--- config.mk ---
export PLATFORM = sky130hd
export DESIGN_NAME = nic_ring_ctrl
export DESIGN_NICKNAME = d
export VERILOG_FILES = /design/src/rtl/nic_ring_ctrl.sv
export SDC_FILE = /design/constraint.sdc
export NUM_CORES = 1
export LEC_CHECK = 0
export BUFFER_PORTS_ARGS = -buffer_cell sky130_fd_sc_hd__buf_2
export CAP_MARGIN = 20
export CORE_MARGIN = 10
export CORE_UTILIZATION = 49
export CTS_CLUSTER_DIAMETER = 30
export DETAILED_ROUTE_END_ITERATION = 8
export PLACE_DENSITY = 0.76
export SKIP_LAST_GASP = 1
export SLEW_MARGIN = 20
export SYNTH_ARGS = -nofsm -noshare
export SYNTH_HDL_FRONTEND = slang
export SYNTH_SLANG_ARGS = --single-unit
--- constraint.sdc ---
create_clock -name clk_i -period 2.67 [get_ports clk_i]
set_clock_uncertainty 0.2 [all_clocks]
set_input_delay 0.1335 -clock clk_i [delete_from_list [all_inputs] [get_ports clk_i]]
set_output_delay 0.1335 -clock clk_i [all_outputs]
set_load 0.02 [all_outputs]
--- src/rtl/nic_ring_ctrl.sv ---
// Ring-node controller: classifies each ring slot, extracts packets addressed here into an rx FIFO,
// drops returning packets, and injects one held local packet into free slots (or loops it back).
package nic_ring_pkg;
    localparam logic [1:0] PT_NULL = 2'd0;

    typedef struct packed {
        logic [5:0]  did;
        logic [5:0]  sid;
        logic [1:0]  typ;
        logic [15:0] payload;
    } packet_t;

    typedef struct packed {
        logic [7:0]  tag;
        logic [15:0] data;
    } ipacket_t;
endpackage

// state   | meaning
// TX_IDLE | holding register empty, tx_ready_o high
// TX_PEND | local packet held, waiting for a free slot (or FIFO room when looping back)
module nic_ring_ctrl
    import nic_ring_pkg::*;
#(
    parameter logic [5:0] MY_ID      = 6'd1,
    parameter int         RXQ_DEPTH  = 4,
    parameter int         STARVE_LIM = 16
) (
    input  logic          clk_i,
    input  logic          rst_ni,
    input  logic          en_i,
    input  packet_t       packet_i,
    output packet_t       packet_o,
    input  ipacket_t      ipacket_i,
    output ipacket_t      ipacket_o,
    input  logic          tx_valid_i,
    output logic          tx_ready_o,
    input  packet_t       tx_pkt_i,
    output logic          rx_valid_o,
    input  logic          rx_ready_i,
    output packet_t       rx_pkt_o,
    output logic          starve_o,
    output logic [15:0]   rx_cnt_o,
    output logic [15:0]   tx_cnt_o,
    output logic [15:0]   drop_cnt_o
);

    localparam int PW = (RXQ_DEPTH > 1) ? $clog2(RXQ_DEPTH) : 1;
    localparam int CW = $clog2(RXQ_DEPTH + 1);
    localparam int WW = $clog2(STARVE_LIM + 1);

    typedef enum logic {TX_IDLE, TX_PEND} state_e;

    state_e          state_q, state_d;
    packet_t         hold_q, hold_d;
    logic [WW-1:0]   wait_q, wait_d;
    packet_t         pkt_q, pkt_d;
    ipacket_t        ipkt_q;
    packet_t         mem_q [RXQ_DEPTH];
    packet_t         mem_d [RXQ_DEPTH];
    logic [PW-1:0]   wr_ptr_q, wr_ptr_d, rd_ptr_q, rd_ptr_d;
    logic [CW-1:0]   cnt_q, cnt_d;
    logic [15:0]     rx_cnt_q, rx_cnt_d, tx_cnt_q, tx_cnt_d, drop_cnt_q, drop_cnt_d;

    logic slot_empty, slot_mine, slot_ret, slot_free;
    logic fifo_full, fifo_empty;
    logic extract, drop, loopback, inject, tx_done, tx_load;
    logic push, pop;
    packet_t push_pkt;

    // Fullness is judged on the pre-pop count, so a pop never makes room in the same cycle.
    always_comb begin
        slot_empty = (packet_i.typ == PT_NULL);
        slot_mine  = !slot_empty && (packet_i.did == MY_ID);
        slot_ret   = !slot_empty && (packet_i.sid == MY_ID) && (packet_i.did != MY_ID);
        fifo_full  = (cnt_q == CW'(RXQ_DEPTH));
        fifo_empty = (cnt_q == '0);
        extract    = en_i && slot_mine && !fifo_full;
        drop       = en_i && slot_ret;
        slot_free  = en_i && (slot_empty || extract || drop);
        loopback   = en_i && (state_q == TX_PEND) && (hold_q.did == MY_ID) && !extract && !fifo_full;
        inject     = en_i && (state_q == TX_PEND) && (hold_q.did != MY_ID) && slot_free;
        tx_done    = loopback || inject;
        push       = extract || loopback;
        push_pkt   = extract ? packet_i : hold_q;
        rx_valid_o = rst_ni && !fifo_empty;
        pop        = rx_valid_o && rx_ready_i;
        tx_ready_o = rst_ni && (state_q == TX_IDLE);
        tx_load    = tx_valid_i && tx_ready_o;
        starve_o   = rst_ni && (wait_q == WW'(STARVE_LIM));
        rx_pkt_o   = mem_q[rd_ptr_q];
    end

    always_comb begin
        state_d = state_q;
        hold_d  = hold_q;
        wait_d  = wait_q;
        case (state_q)
            TX_IDLE: begin
                wait_d = '0;
                if (tx_load) begin
                    hold_d  = tx_pkt_i;
                    state_d = TX_PEND;
                end
            end
            TX_PEND: begin
                if (tx_done) begin
                    state_d = TX_IDLE;
                    wait_d  = '0;
                end else if (wait_q != WW'(STARVE_LIM)) begin
                    wait_d = wait_q + WW'(1);
                end
            end
            default: state_d = TX_IDLE;
        endcase
    end

    always_comb begin
        pkt_d = packet_i;
        if (inject)
            pkt_d = hold_q;
        else if (slot_free)
            pkt_d = '0;

        mem_d = mem_q;
        if (push)
            mem_d[wr_ptr_q] = push_pkt;
        wr_ptr_d = wr_ptr_q + PW'(push);
        rd_ptr_d = rd_ptr_q + PW'(pop);
        cnt_d    = cnt_q + CW'(push) - CW'(pop);

        rx_cnt_d   = rx_cnt_q + 16'(push);
        tx_cnt_d   = tx_cnt_q + 16'(tx_done);
        drop_cnt_d = drop_cnt_q + 16'(drop);
    end

    always_ff @(posedge clk_i) begin
        if (!rst_ni) begin
            state_q    <= TX_IDLE;
            hold_q     <= '0;
            wait_q     <= '0;
            pkt_q      <= '0;
            ipkt_q     <= '0;
            for (int i = 0; i < RXQ_DEPTH; i++)
                mem_q[i] <= '0;
            wr_ptr_q   <= '0;
            rd_ptr_q   <= '0;
            cnt_q      <= '0;
            rx_cnt_q   <= '0;
            tx_cnt_q   <= '0;
            drop_cnt_q <= '0;
        end else begin
            state_q    <= state_d;
            hold_q     <= hold_d;
            wait_q     <= wait_d;
            pkt_q      <= pkt_d;
            ipkt_q     <= ipacket_i;
            mem_q      <= mem_d;
            wr_ptr_q   <= wr_ptr_d;
            rd_ptr_q   <= rd_ptr_d;
            cnt_q      <= cnt_d;
            rx_cnt_q   <= rx_cnt_d;
            tx_cnt_q   <= tx_cnt_d;
            drop_cnt_q <= drop_cnt_d;
        end
    end

    assign packet_o   = pkt_q;
    assign ipacket_o  = ipkt_q;
    assign rx_cnt_o   = rx_cnt_q;
    assign tx_cnt_o   = tx_cnt_q;
    assign drop_cnt_o = drop_cnt_q;

endmodule

* After elaboration in Yosys (flattened, before gate mapping)
Index checks and enable logic that the tools add are counted.
** Cells by class
- Eq/ne operators :: 9
- Order comparisons :: 3
- Muxes and demuxes :: 15
- Bitwise gates (word level) :: 3
- $add $sub $neg :: 8
- Reductions and logical operators :: 30
** Operators by type and width (count)
- $mux 30 :: 6
- $bwmux 120 :: 1
- $bmux 30 s2 :: 1
- $demux 30 s2 :: 1
- $add 16x1->16 :: 3
- $logic_and 1x1->1 :: 19
- $eq 6x1->1 const B :: 3
- $ne 6x1->1 const B :: 2
- $mux 5 :: 2
- $pmux 5 s2 :: 1
- $ge 3x3->1 const B :: 2
- $not 2->3 :: 2
- $add 5x1->5 const B :: 1
- $eq 5x5->1 const B :: 1
- $ne 5x5->1 const B :: 1
- $add 2x1->2 :: 2
- $logic_not 1->1 :: 4
- $logic_or 1x1->1 :: 4
- $add 3x1->3 :: 1
- $eq 3x3->1 const B :: 1
- $logic_not 3->1 :: 1
- $lt 3x1->1 const B :: 1
- $ne 3x1->1 const B :: 1
- $sub 3x1->3 :: 1
- 5 further kinds :: 6
** Storage, ports and cells
- Output and inout bits :: 135
- Input bits :: 89
- Flip-flop bits (word level) :: 265

* Depth between registers and ports, before layout
- Depth after elaboration :: 12
- Mapped depth :: 13

* Worst setup path after synthesis
Ideal clock, no wire load.
- Path type :: register -> register
- From :: register hold_q[29] (netlist name)
- To :: register cnt_q[2]
- Stages on the path, launching flop included :: 13
- Setup slack :: -0.277 ns
- Data required time :: 2.342 ns
- Arrival time :: 2.620 ns
- Buffers on the path :: 0
- Library setup time :: 0.128 ns
- Cells stage by stage :: dfxtp_1 -> nor4_2 -> nand3_2 -> a21oi_2 -> inv_1 -> ha_1 -> inv_1 -> ha_1 -> inv_1 -> fa_1 -> xor2_1 -> xnor2_1 -> nor2_1
** On the way
- Word-level cells in the longest chain between the ends :: 7
** RTL lines
- start: declaration :: line 55 : packet_t hold_q, hold_d;
- start signal: assignment :: line 154 : hold_q <= hold_d;
- $eq 6x1->1 :: line 81 : loopback = en_i && (state_q == TX_PEND) && (hold_q.did == MY_ID) && !extract && !fifo_full;
- $logic_and 1x1->1 (3 in series) :: line 81
- $logic_or 1x1->1 :: line 84 : push = extract || loopback;
- $add 3x1->3 :: line 130 : cnt_d = cnt_q + CW'(push) - CW'(pop);
- $sub 3x1->3 :: line 130
- end signal: assignment :: line 161 : cnt_q <= cnt_d;
- end: declaration :: line 62 : logic [CW-1:0] cnt_q, cnt_d;
No other way between the ends.
A chain may end at the register's enable or synchronous reset.

* Worst setup path in the final report
- From :: register hold_q[27] (netlist name)
- To :: register tx_cnt_q[11] (netlist: tx_cnt_o[11])
** On the way
- Word-level cells in the longest chain between the ends :: 6
- Elaborated cells on any way between the ends :: 9
** RTL lines
- $eq 6x1->1 :: line 81
- $logic_and 1x1->1 (3 in series) :: line 81
- $logic_or 1x1->1 (*) :: line 83 : tx_done = loopback || inject;
- $add 16x1->16 (*) :: line 133 : tx_cnt_d = tx_cnt_q + 16'(tx_done);
- end signal: assignment :: line 163 : tx_cnt_q <= tx_cnt_d;
- end: declaration :: line 63 : logic [15:0] rx_cnt_q, rx_cnt_d, tx_cnt_q, tx_cnt_d, drop_cnt_q, drop_cnt_d;
Every way passes the cells marked *; elsewhere a longest branch is shown, timed or not.

==> flow_summary.json <==
{
  "drt_first_pass_iters": 5,
  "async_flop_share_pct": 0,
  "arrival_ns": 2.88,
  "cp_slowest_cell": "or4b_1",
  "cts.clk_slew.worst_paths_ns": 0.05,
  "drc": 0,
  "ys.warnings.count": 0,
  "hpwl_um": 18900,
  "ff_latch_area_um2": 5310,
  "finalSetupTns_ns": 0,
  "via_per_inst": 5.58,
  "io_pins": 224,
  "report.final.slew_viol_count": 0,
  "die_h_um": 165,
  "fin_crit_ns": 2.64,
  "p_int_mw": 8.56,
  "power.share.combinational_pct": 8.7,
  "layout_commonest_cell": "dfxtp_1",
  "fin_nets": 1461,
  "critical-path-top-delay-family": "simple AND/OR/NAND/NOR gates",
  "die_x_um": 165,
  "synth_edf_count": 0,
  "relSlewSlack_pct": 32.1,
  "worstMarginPinSlew_ns": 1.02,
  "synthToLayoutAreaGrowth_pct": 41.2,
  "initial_core_util_pct": 50.4,
  "grt_max_degree": 184,
  "postSynthCellCount": 1022,
  "htree_levels": 2,
  "hold_viol": 0,
  "multi_input_area_um2": 4730,
  "gp_congestion": 0.837,
  "whs_ns": 0.0512,
  "cts.sinks": 265,
  "critical_path_class": "flop to flop",
  "power_density_nw_per_um2": 778,
  "dp_cells": 1490,
  "switchingPower_mw": 2.75,
  "insertion_delay_ns": 0.53,
  "antenna_cells": 0,
  "setup_viol": 0,
  "globalRouteOverflowTotal": 0,
  "p_sw_share_pct": 24.3,
  "synth_area_um2": 10300,
  "wl_per_cell_um": 19.0,
  "status": "finished clean",
  "start_kind": "flop",
  "rsz0062_at_grt": "yes",
  "power.leakage_nw": 6.07,
  "drt_iter0_drc": 738,
  "max_freq_mhz": 379,
  "ys_types": 60,
  "end_kind": "flop",
  "vias": 9301,
  "ys.flop_type": "dfxtp_1",
  "numCtsBuffers": 47,
  "root_buffer": "clkbuf_16",
  "worst_slack_ns": 0.0332,
  "post-place-ws_ns": -0.340,
  "power_frac_clock_pct": 54.3,
  "core.rowCount": 52,
  "wl_um": 31600,
  "drive_gt1_share_pct": 30.4,
  "required_ns": 2.92,
  "core-area_um2": 20400,
  "period_share_pct": 98.8,
  "finalNonFillerCells": 1668,
  "syn_area_per_cell_um2": 10.1,
  "min_path_type": "primary input to flop",
  "synth-seq-cells": 265,
  "layout_common_cells": "dfxtp_1, buf_2, o21ai_0",
  "p_seq_share_pct": 37.0,
  "cp_cell_sequence": "nor4_4, buf_4, buf_4, buf_4, and2_4, buf_4, o32ai_2, buf_4, or4b_1, a21oi_1",
  "antenna_found_initial": 0,
  "track_usage_pct": 22.4,
  "seq_area_frac_synth_pct": 51.6,
  "cp_max_fo": 8,
  "grt_pass1_wl_um": 49400,
  "max_stage_delay_ns": 0.50,
  "fin_util_pct": 71.1,
  "peakVddDrop_mv": 0.532,
  "cts_tree": "done",
  "numPortBuffers": 223,
  "cap_violations": 0,
  "ant_nets": 0,
  "synth_nets": 1123,
  "die-area_um2": 27200,
  "crit_buf_inv": 5,
  "first_global_vias": 9282,
  "nFillCells": 1416,
  "clock_path_buffers": 3,
  "cpMostUsedCell": "buf_4"
}
## worst paths after layout
check                                              from                      end  slack (ns)  cells after the start
worst max-delay path            hold_q[27]$_SDFFE_PN0P_  tx_cnt_o[11]$_SDFF_PN0_        0.03                     10
worst min-delay path                               en_i   tx_cnt_o[7]$_SDFF_PN0_        0.05                      6
worst max register to register  hold_q[27]$_SDFFE_PN0P_  tx_cnt_o[11]$_SDFF_PN0_        0.03                     10
worst min register to register  hold_q[17]$_SDFFE_PN0P_  packet_o[17]$_SDFF_PN0_        0.26                      1
## worst reg2reg max path, stage by stage, from the launching register on
cell	delay, ns
dfxtp_4	0.35
nor4_4	0.36
buf_4	0.17
buf_4	0.09
buf_4	0.12
and2_4	0.15
buf_4	0.14
o32ai_2	0.11
buf_4	0.19
or4b_1	0.50
a21oi_1	0.19
## area by class of cell
| class | count | share of cell area (%) |
|---|---|---|
| timing repair buffer | 359 | 16.8 |
| clock inverter | 33 | 2.89 |
| inverter | 13 | 0.336 |
| tap | 270 | 2.33 |
| clock buffer | 54 | 8.49 |
| sequential | 265 | 36.6 |
| multi-input combinational | 674 | 32.6 |
## power groups by stage
stage / combinational (mW) / clock, mW / sequential, mW
after floorplan: 0.437 / 0 / 4.29
after global routing: 1.06 / 6.40 / 4.19
after detailed placement: 0.821 / 0 / 4.25
final: 0.986 / 6.14 / 4.18
after CTS: 0.931 / 6.20 / 4.17
after global placement: 0.802 / 0 / 4.24
## logic make-up after synthesis
logic type	synth area share [%]
buffers and inverters	3.54
flip-flops	51.6
XOR/XNOR	3.32
AND/OR/NAND/NOR	13.8
multiplexers	8.80
AO/OA/AOI/OAI	17.5
adder cells (fa/ha/maj)	1.53
## cell usage after synthesis (2+ instances only)
| library cell | n | share of area [%] |
|---|---|---|
| or4_1 | 3 | 0.22 |
| a31oi_1 | 3 | 0.18 |
| nor2_1 | 51 | 1.9 |
| buf_4 | 4 | 0.29 |
| or3_1 | 7 | 0.43 |
| buf_6 | 2 | 0.22 |
| a2111oi_4 | 6 | 1.6 |
| nand2_1 | 78 | 2.8 |
| a32o_1 | 5 | 0.49 |
| inv_1 | 12 | 0.44 |
| a22o_1 | 25 | 2.1 |
| nand4_1 | 11 | 0.67 |
| a21oi_1 | 111 | 5.4 |
| and2_1 | 41 | 2.5 |
| ha_1 | 11 | 1.3 |
| mux2i_1 | 23 | 2.2 |
| nand3_1 | 25 | 1.2 |
| o31ai_1 | 5 | 0.36 |
| xor2_1 | 26 | 2.2 |
| or4b_1 | 3 | 0.29 |
| dfxtp_1 | 265 | 52 |
| mux4_2 | 30 | 6.6 |
| buf_2 | 18 | 0.88 |
| and4_1 | 2 | 0.17 |
| and3_1 | 26 | 1.6 |
| nor3_1 | 6 | 0.29 |
| o21ai_0 | 133 | 6.5 |
| nor2b_1 | 2 | 0.12 |
| buf_1 | 4 | 0.15 |
| xnor2_1 | 13 | 1.1 |
| clkbuf_1 | 42 | 1.5 |
## metrics by stage
| stage | total power, mW | cell area, um2 |
|---|---|---|
| 2_1_floorplan | 4.73 | 10300 |
| 3_3_place_gp | 5.04 | 11900 |
| 3_5_place_dp | 5.07 | 11900 |
| 4_1_cts | 11.3 | 14400 |
| 5_1_grt | 11.7 | 14500 |
| 6_report | 11.3 | 14500 |
## state kept, by name, summed over array words and instances (netlist names)
name / flops
mem_q: 120
tx_cnt_o: 16
ipacket_o: 24
wr_ptr_q: 2
state_q: 1
wait_q: 5
rx_cnt_o: 16
packet_o: 30
rd_ptr_q: 2
hold_q: 30
drop_cnt_o: 16
cnt_q: 3
## repair_timing
action,CTS,global route
pin swaps,2,14
endpoints found under the hold margin,179,0
gates resized for setup,0,22
hold buffers,85,0
cloned,0,1
setup buffers,1,4
endpoints found under the setup margin,1,23
## layer usage
layer  track usage (%)  share of wire, %
met5                 0                 0
met3              5.80               7.4
met1              27.4                41
met2              37.1                49
met4              8.53               2.6
Note: power is estimated with default switching activity, not from simulation.
